**src/rtl/signed_shift_pkg.sv**
```systemverilog
// Shared types and helpers for the signed shift-in / normalize paths.
package signed_shift_pkg;

   localparam int unsigned NORM_WIDTH  = 32;
   localparam int unsigned NORM_MANT_W = 8;

   // Width of a leading-zero / shift count for a word of the given width
   function automatic int unsigned shift_w(input int unsigned width);
      return $clog2(width);
   endfunction

   localparam int unsigned NORM_SHIFT_W = shift_w(NORM_WIDTH);

   typedef struct packed {
      logic                    sign;
      logic                    zero;
      logic                    sticky;
      logic [NORM_SHIFT_W-1:0] shift;
      logic [NORM_MANT_W-1:0]  mant;
   } norm_result_t;

endpackage

```
**src/rtl/signed_shift_normalize_lzc_tree.sv**
```systemverilog
// Combinational binary-tree leading-zero counter with all-zero flag.
module lzc_tree #(
   parameter int unsigned WIDTH = 32
) (
   input  logic [WIDTH-1:0]         i_data,
   output logic [$clog2(WIDTH)-1:0] o_count,
   output logic                     o_all_zero
);

   localparam int unsigned LVLS = $clog2(WIDTH);
   localparam int unsigned P    = 1 << LVLS;

   // Left-justify into a power-of-two word; padding zeros sit below the LSB
   logic [P-1:0] w_pad;
   assign w_pad = P'(i_data) << (P - WIDTH);

   // Level 0 holds one leaf per bit (index 0 = MSB); each level merges pairs
   for (genvar l = 0; l <= LVLS; l++) begin : g_lvl
      localparam int unsigned N = P >> l;
      logic [N-1:0]            z;
      logic [N-1:0][LVLS-1:0]  c;
      if (l == 0) begin : g_leaf
         for (genvar n = 0; n < N; n++) begin : g_n
            assign z[n] = ~w_pad[P-1-n];
            assign c[n] = '0;
         end
      end else begin : g_node
         for (genvar n = 0; n < N; n++) begin : g_n
            assign z[n] = g_lvl[l-1].z[2*n] & g_lvl[l-1].z[2*n+1];
            assign c[n] = g_lvl[l-1].z[2*n]
                        ? (LVLS'(1 << (l-1)) | g_lvl[l-1].c[2*n+1])
                        : g_lvl[l-1].c[2*n];
         end
      end
   end

   assign o_count    = g_lvl[LVLS].c[0];
   assign o_all_zero = g_lvl[LVLS].z[0];

endmodule

```
**src/rtl/signed_shift_normalize.sv**
```systemverilog
// Three-stage sign / leading-zero / normalize pipeline for signed accumulator words.
module signed_shift_normalize
   import signed_shift_pkg::*;
#(
   parameter  int unsigned WIDTH   = NORM_WIDTH,
   parameter  int unsigned MANT_W  = NORM_MANT_W,
   localparam int unsigned SHIFT_W = shift_w(WIDTH)
) (
   input  logic               clk,
   input  logic               rst_n,
   input  logic               s_valid,
   output logic               s_ready,
   input  logic [WIDTH-1:0]   s_data,
   output logic               m_valid,
   input  logic               m_ready,
   output logic               m_sign,
   output logic [SHIFT_W-1:0] m_shift,
   output logic [MANT_W-1:0]  m_mant,
   output logic               m_sticky,
   output logic               m_zero
);

   logic               w_adv;
   logic [WIDTH-1:0]   w_mag;
   logic [SHIFT_W-1:0] w_lzc;
   logic               w_all_zero;
   logic [WIDTH-1:0]   w_norm;

   logic               r_v1;
   logic               r_sign1;
   logic [WIDTH-1:0]   r_mag1;

   logic               r_v2;
   logic               r_sign2;
   logic               r_zero2;
   logic [WIDTH-1:0]   r_mag2;
   logic [SHIFT_W-1:0] r_lzc2;

   logic               r_v3;
   norm_result_t       r_out;

   // Whole pipe moves together whenever the output slot is free or draining
   assign w_adv   = ~r_v3 | m_ready;
   assign s_ready = w_adv;

   // Magnitude in WIDTH bits; the most negative value maps to 2^(WIDTH-1)
   assign w_mag = s_data[WIDTH-1] ? (~s_data + WIDTH'(1)) : s_data;

   lzc_tree #(.WIDTH(WIDTH)) u_lzc (
      .i_data     (r_mag1),
      .o_count    (w_lzc),
      .o_all_zero (w_all_zero)
   );

   assign w_norm = r_mag2 << r_lzc2;

   // Stage 1: sign and magnitude
   always_ff @(posedge clk or negedge rst_n) begin
      if (!rst_n) begin
         r_v1    <= 1'b0;
         r_sign1 <= 1'b0;
         r_mag1  <= '0;
      end else if (w_adv) begin
         r_v1 <= s_valid;
         if (s_valid) begin
            r_sign1 <= s_data[WIDTH-1];
            r_mag1  <= w_mag;
         end
      end
   end

   // Stage 2: leading-zero count and zero detect
   always_ff @(posedge clk or negedge rst_n) begin
      if (!rst_n) begin
         r_v2    <= 1'b0;
         r_sign2 <= 1'b0;
         r_zero2 <= 1'b0;
         r_mag2  <= '0;
         r_lzc2  <= '0;
      end else if (w_adv) begin
         r_v2 <= r_v1;
         if (r_v1) begin
            r_sign2 <= r_sign1;
            r_zero2 <= w_all_zero;
            r_mag2  <= r_mag1;
            r_lzc2  <= w_lzc;
         end
      end
   end

   // Stage 3: normalize and register the result; payload only moves on valid data
   always_ff @(posedge clk or negedge rst_n) begin
      if (!rst_n) begin
         r_v3  <= 1'b0;
         r_out <= '0;
      end else if (w_adv) begin
         r_v3 <= r_v2;
         if (r_v2) begin
            r_out.sign   <= r_sign2;
            r_out.zero   <= r_zero2;
            r_out.sticky <= |w_norm[WIDTH-MANT_W-1:0];
            r_out.shift  <= r_zero2 ? '0 : NORM_SHIFT_W'(r_lzc2);
            r_out.mant   <= NORM_MANT_W'(w_norm[WIDTH-1 -: MANT_W]);
         end
      end
   end

   assign m_valid  = r_v3;
   assign m_sign   = r_out.sign;
   assign m_zero   = r_out.zero;
   assign m_sticky = r_out.sticky;
   assign m_shift  = SHIFT_W'(r_out.shift);
   assign m_mant   = MANT_W'(r_out.mant);

endmodule

```
**config.mk**
```make
export PLATFORM = sky130hd
export DESIGN_NAME = signed_shift_normalize
export DESIGN_NICKNAME = d
export VERILOG_FILES = /design/src/rtl/signed_shift_pkg.sv /design/src/rtl/signed_shift_normalize_lzc_tree.sv /design/src/rtl/signed_shift_normalize.sv
export SDC_FILE = /design/constraint.sdc
export NUM_CORES = 1
export LEC_CHECK = 0
export ABC_AREA = 1
export CORE_ASPECT_RATIO = 1.2
export CORE_MARGIN = 2
export CORE_UTILIZATION = 40
export DETAILED_ROUTE_END_ITERATION = 16
export GPL_ROUTABILITY_DRIVEN = 0
export SYNTH_ARGS = -nofsm -noshare
export SYNTH_HDL_FRONTEND = slang
export SYNTH_SLANG_ARGS = --single-unit
```
**constraint.sdc**
```tcl
create_clock -name clk -period 1.95 [get_ports clk]
set_input_delay 0.39 -clock clk [delete_from_list [all_inputs] [get_ports clk]]
set_output_delay 0.39 -clock clk [all_outputs]
set_load 0.01 [all_outputs]
```
**Yosys cells after proc, flatten, opt, wreduce, memory -nomap -nowiden**

Cells that the tools add are included.

- Register bits after elaboration: 91
- Bits of input ports: 36
- Output and inout port bits: 18
- Word-level logic and storage cells: 119

- $add $sub $neg: 1
- Shift operators: 1
- Muxes and demuxes: 33
- Bitwise operators: 66
- Reductions and logical operators: 4

Operators with widths:

| operator | number |
|---|---|
| 5-bit two-way mux | 9 |
| 1-bit inverter | 33 |
| 32-bit by 1-bit adder with 32-bit output (second input constant) | 1 |
| 32-bit two-way mux | 1 |
| 32-bit inverter | 1 |
| 32-bit by 5-bit left shift with 32-bit output | 1 |
| 1-bit bitwise AND | 31 |
| 24-bit OR reduction | 1 |
| 1-bit two-way mux | 16 |
| 2-bit two-way mux | 4 |
| 4-bit two-way mux | 2 |
| 2-bit AND reduction | 3 |
| 3-bit two-way mux | 1 |
| 1-bit OR | 1 |

**Logic depth before layout (Yosys ltp)**

- Depth after elaboration: 6
- Depth in mapped cells: 15
- Mapped depth without buffers: 14

**Cells and area by module**

Synthesis repeated with hierarchy kept, for this count alone.

- Cell total of the unflattened synthesis: 925
- Area, all modules: 6563.8 um2

Modules (own cells, without submodules):

| module | instances | cells an instance | area each (um2) | sequential area each (um2) |
|---|---|---|---|---|
| signed_shift_normalize | 1 | 815 | 6032.0 | 2277.2 |
| lzc_tree | 1 | 110 | 531.8 | 0.0 |

**Worst setup path after synthesis**

Ideal clock, no wire load.

- Kind: input to register
- From: in s_data[1]
- To: reg r_mag1[28]
- Library setup time: 118 ps
- Arrival: 1641 ps
- Required time: 1832 ps
- Path slack: 191 ps
- Stages on the path: 10
- Path buffers: 0
- Path through: inv_1 ha_1 nand3_1 nor3_2 nand4_1 o21ai_2 nand3_1 or2_0 nand3_1 nand2_1

- Word-level cells in the longest chain between the ends: 3

Ends and longest elaborated chain:

| what | RTL line | text |
|---|---|---|
| start: declaration | signed_shift_normalize.sv:13 | `input logic [WIDTH-1:0] s_data,` |
| 32-bit inverter | signed_shift_normalize.sv:47 | `assign w_mag = s_data[WIDTH-1] ? (~s_data + WIDTH'(1)) : s_data;` |
| 32-bit by 1-bit adder with 32-bit output | signed_shift_normalize.sv:47 |  |
| 32-bit two-way mux | signed_shift_normalize.sv:47 |  |
| end signal: assignment | signed_shift_normalize.sv:67 | `r_mag1 <= w_mag;` |
| end: declaration | signed_shift_normalize.sv:31 | `logic [WIDTH-1:0] r_mag1;` |

No other way between the ends.
A chain may end at the register's enable or synchronous reset.

**Worst setup path in the final report**

- From: reg r_lzc2[0]
- To: reg r_out (netlist bit m_sticky)

- Word-level cells in the longest chain between the ends: 2

Ends and longest elaborated chain:

| what | RTL line | text |
|---|---|---|
| start: declaration | signed_shift_normalize.sv:37 | `logic [SHIFT_W-1:0] r_lzc2;` |
| start signal: assignment | signed_shift_normalize.sv:86 | `r_lzc2 <= w_lzc;` |
| 32-bit by 5-bit left shift with 32-bit output | signed_shift_normalize.sv:55 | `assign w_norm = r_mag2 << r_lzc2;` |
| 24-bit OR reduction | signed_shift_normalize.sv:101 | `r_out.sticky <= \|w_norm[WIDTH-MANT_W-1:0];` |
| end: declaration | signed_shift_normalize.sv:40 | `norm_result_t r_out;` |

No other way between the ends.

==> impl_metrics.tcl <==
set metrics [dict create \
    synth.area.mux_share_pct 0.3283 \
    crit_path_end_kind "flip-flop" \
    critical_path_class "reg -> reg" \
    first_pass_iters 7 \
    finalMaxSlewViolations 0 \
    grt_usage_pct 20.22 \
    fmax_mhz 547.8 \
    n_fill_cell 1538 \
    hold_class "reg -> reg" \
    synth_cell_types 46 \
    multiInputGateArea_sq_um 3415 \
    critPathLaunchType "flip-flop" \
    synth_top_area_share_pct 37.34 \
    io_buffer_count 53 \
    cellLeakagePower_uw 0.003751 \
    netlist_area_sq_um 6098 \
    drt.antenna.violating_nets 0 \
    dp.cells 1164 \
    drc 0 \
    synthAdderAreaFrac_pct 0.2052 \
    fin_ws_ns 0.1244 \
    first_iter_violations 358 \
    timing.rr.end "m_sticky$_DFFE_PN0P_" \
    htreeDepth 3 \
    final.min_clock_period_ns 1.826 \
    cts_made_buffers 9 \
    pre_cts_ws_ns -0.4513 \
    syn_nets 910 \
    rr_worst_depth 14 \
    swShare_pct 45.68 \
    use_met1_pct 27.78 \
    viasPerCell 5.011 \
    synth_top_family_by_area "simple AND/OR/NAND/NOR gates" \
    vias 5968 \
    synth_compound_area_share_pct 12.41 \
    synth-simple-area-share_pct 39.23 \
    grt_max_degree 43 \
    final_hold_viol_count 0 \
    power_density_nw_per_um2 1446 \
    pin_count 54 \
    clkSlewWorstSetupHoldPaths_ns 0.07 \
    ys_seq_area_share_pct 37.34 \
    cts_root_buf "clkbuf_16" \
    dieArea_sq_um 16250 \
    yosysWarnings 0 \
    ys.flop_type "dfrtp_1" \
    clkLatencyLatePin_ns 0.34 \
    wl_um 15520 \
    wl_per_cell_um 13.03 \
    die_x_um 116.7 \
    yosys.area_share.xor_xnor_pct 2.872 \
    r2r_start "r_lzc2[0]$_DFFE_PN0P_" \
    place_hpwl_um 12020 \
    startpoint "r_lzc2[0]$_DFFE_PN0P_" \
    grt-ovfl-total 0 \
    max_slew.worst_pin.slew_ns 0.5294 \
    r2r_slack_ns 0.12 \
    grt-busiest-layer "met2" \
    met3_usage_pct 2.831 \
    setup_violations 0 \
    seq_area_sq_um 2278 \
    start_util_pct 40.77 \
    worstPathArrival_ns 2.06 \
    cts_tree "yes" \
    skew_ns 0.009954 \
    stdcell_count 1191 \
    comb_power_share_pct 55.4 \
    antenna_found_initial 0 \
    p_switching_uw 5116 \
    slew_headroom_pct 64.66 \
    diodes 0 \
    ys_ff_latch 91 \
    p_int_uw 6083 \
    synthCells 873 \
    area_delta_synth_final_pct 27.00 \
    p_seq_share_pct 28.5 \
    grt_pass1_vias 5684 \
    p_clk_share_pct 16.1 \
    grtUsageMet2_pct 32.89 \
    yosys-top-cells-area "dfrtp_1 (37%), nand2_1 (16%), nand3_1 (10%), o21ai_0 (6.2%), nor2_1 (4.2%)" \
    cp-endpoint "m_sticky$_DFFE_PN0P_" \
    postSynthAreaPerCell_sq_um 6.986 \
    ir_drop_uv 595.7 \
    worst-path-max-fanout 27 \
    core.rowCount 49 \
    synth_edf_count 0 \
    drive_gt1_share_pct 16.92 \
    die_y_um 139.3 \
    yosys-top-cells-count "nand2_1 (260), nand3_1 (123), dfrtp_1 (91)" \
    period_share_pct 93.62 \
    dpl-instance-area_sq_um 7278 \
    rsz0062_at_grt "yes" \
    synthArstFlopShare_pct 100.0 \
    maxCapViolCount 0 \
    yosysTopAreaCell "dfrtp_1" \
    yosysMostFrequentCell "nand2_1" \
    nets 1019 \
    core-area_sq_um 14960 \
    cts_sinks 91 \
    clockBufferDepth 2 \
    grt_pass1_wl_um 26960 \
    status "finished, final reports clean" \
    cp_data_required_time_ns 2.18 \
    final_area_sq_um 7745 \
]
## kinds of logic after synthesis
| kind of cell | after synthesis |
|---|---|
| flip-flops | 91 |
| adder cells (fa/ha/maj) | 1 |
| buffers and inverters | 105 |
| XOR/XNOR | 20 |
| AND/OR/NAND/NOR | 517 |
| multiplexers | 2 |
| AO/OA/AOI/OAI | 137 |
## power groups by stage
stage	combinational, uW	clock (uW)	sequential (uW)
after floorplan	4580	0	3110
after global placement	6080	0	3190
after detailed placement	6140	0	3220
after CTS	6190	1850	3190
after global routing	7080	1930	3300
final	6200	1800	3200
## stage by stage
stage	setup TNS (ns)	hold WS, ns	total power [uW]	util, %
finish	0	0.4680	11200	51.77
global route	-0.06673	0.5033	12300	51.77
CTS	0	0.4750	11220	51.33
detailed placement	-4.533	0.3594	9365	48.65
global placement	-4.077	0.3574	9276	48.65
floorplan	0	0.09441	7695	-
## cells in the final DEF (no fill, tap or decap), types with 3 or more instances in the layout
cell type / n
a31oi_1: 7
nand2_4: 8
clkbuf_16: 9
o31ai_1: 3
a21oi_1: 20
clkdlybuf4s50_1: 45
nand2_1: 260
dfrtp_1: 90
or2_2: 3
o21ai_1: 10
nor2_2: 6
o211ai_1: 10
buf_12: 3
clkinv_1: 3
nand3b_1: 3
xnor2_1: 3
dlymetal6s2s_1: 5
nand3_1: 119
o21ai_0: 76
nand4_1: 7
nor3_1: 7
inv_1: 49
xor2_1: 17
inv_2: 7
buf_4: 87
o21ai_2: 3
nor2_1: 65
nand3_2: 27
## worst max-delay path, stage by stage, from the launching register on
cell     delay (ns)
dfrtp_2        0.46
inv_8          0.21
nand2_1        0.10
o21ai_2        0.08
nand2_1        0.10
nand3_1        0.11
nand2_1        0.07
nor2_1         0.12
nand2_1        0.10
nand2_1        0.07
nand3_1        0.07
nand2_1        0.07
nand2_1        0.06
nand2_1        0.06
nand2_1        0.04
## how the worst min path moves through the flow
stage                     slack (ns)             start  cells after the start                     to
after floorplan                 0.09             rst_n                      0  m_mant[0]$_DFFE_PN0P_
after global placement          0.36             rst_n                      1  r_mag2[2]$_DFFE_PN0P_
after detailed placement        0.36             rst_n                      1  r_mag2[2]$_DFFE_PN0P_
after CTS                       0.47  r_v2$_DFFE_PN0N_                      2    m_valid$_DFFE_PN0N_
after global routing            0.50  r_v2$_DFFE_PN0N_                      2    m_valid$_DFFE_PN0N_
final                           0.47  r_v2$_DFFE_PN0N_                      2    m_valid$_DFFE_PN0N_
## registers in the layout (all words and copies together), names as in the netlist, 5 cells and up
| signal | flops |
|---|---|
| m_shift | 5 |
| r_mag1 | 32 |
| r_mag2 | 32 |
| m_mant | 8 |
| r_lzc2 | 5 |
## layer usage
| metal | share of wire (%) | wire, um | vias up |
|---|---|---|---|
| li1 | - | - | 3110 |
| met1 | 47 | 7369 | 2728 |
| met2 | 48 | 7516 | 114 |
| met3 | 2.3 | 352 | 16 |
| met4 | 1.8 | 281 | 0 |
| met5 | 0 | 0 | - |
## cell type report
cell class | instances | area share, %
well taps | 204 | 3.296
clock buffers | 10 | 3.086
clock inverters | 6 | 0.9208
repair buffers | 143 | 16.19
inverters | 60 | 3.005
flip-flops and latches | 91 | 29.42
multi-input cells | 677 | 44.09
## what timing repair did
| action | 4_1_cts | 5_1_grt |
|---|---|---|
| resized for setup | 11 | 14 |
| pin swaps | 7 | 11 |
| hold buffers | 1 | 0 |
| setup endpoints to repair | 4 | 14 |
| hold endpoints to repair | 22 | 0 |
| setup buffers | 6 | 4 |
Power figures use the tool's default switching activity.
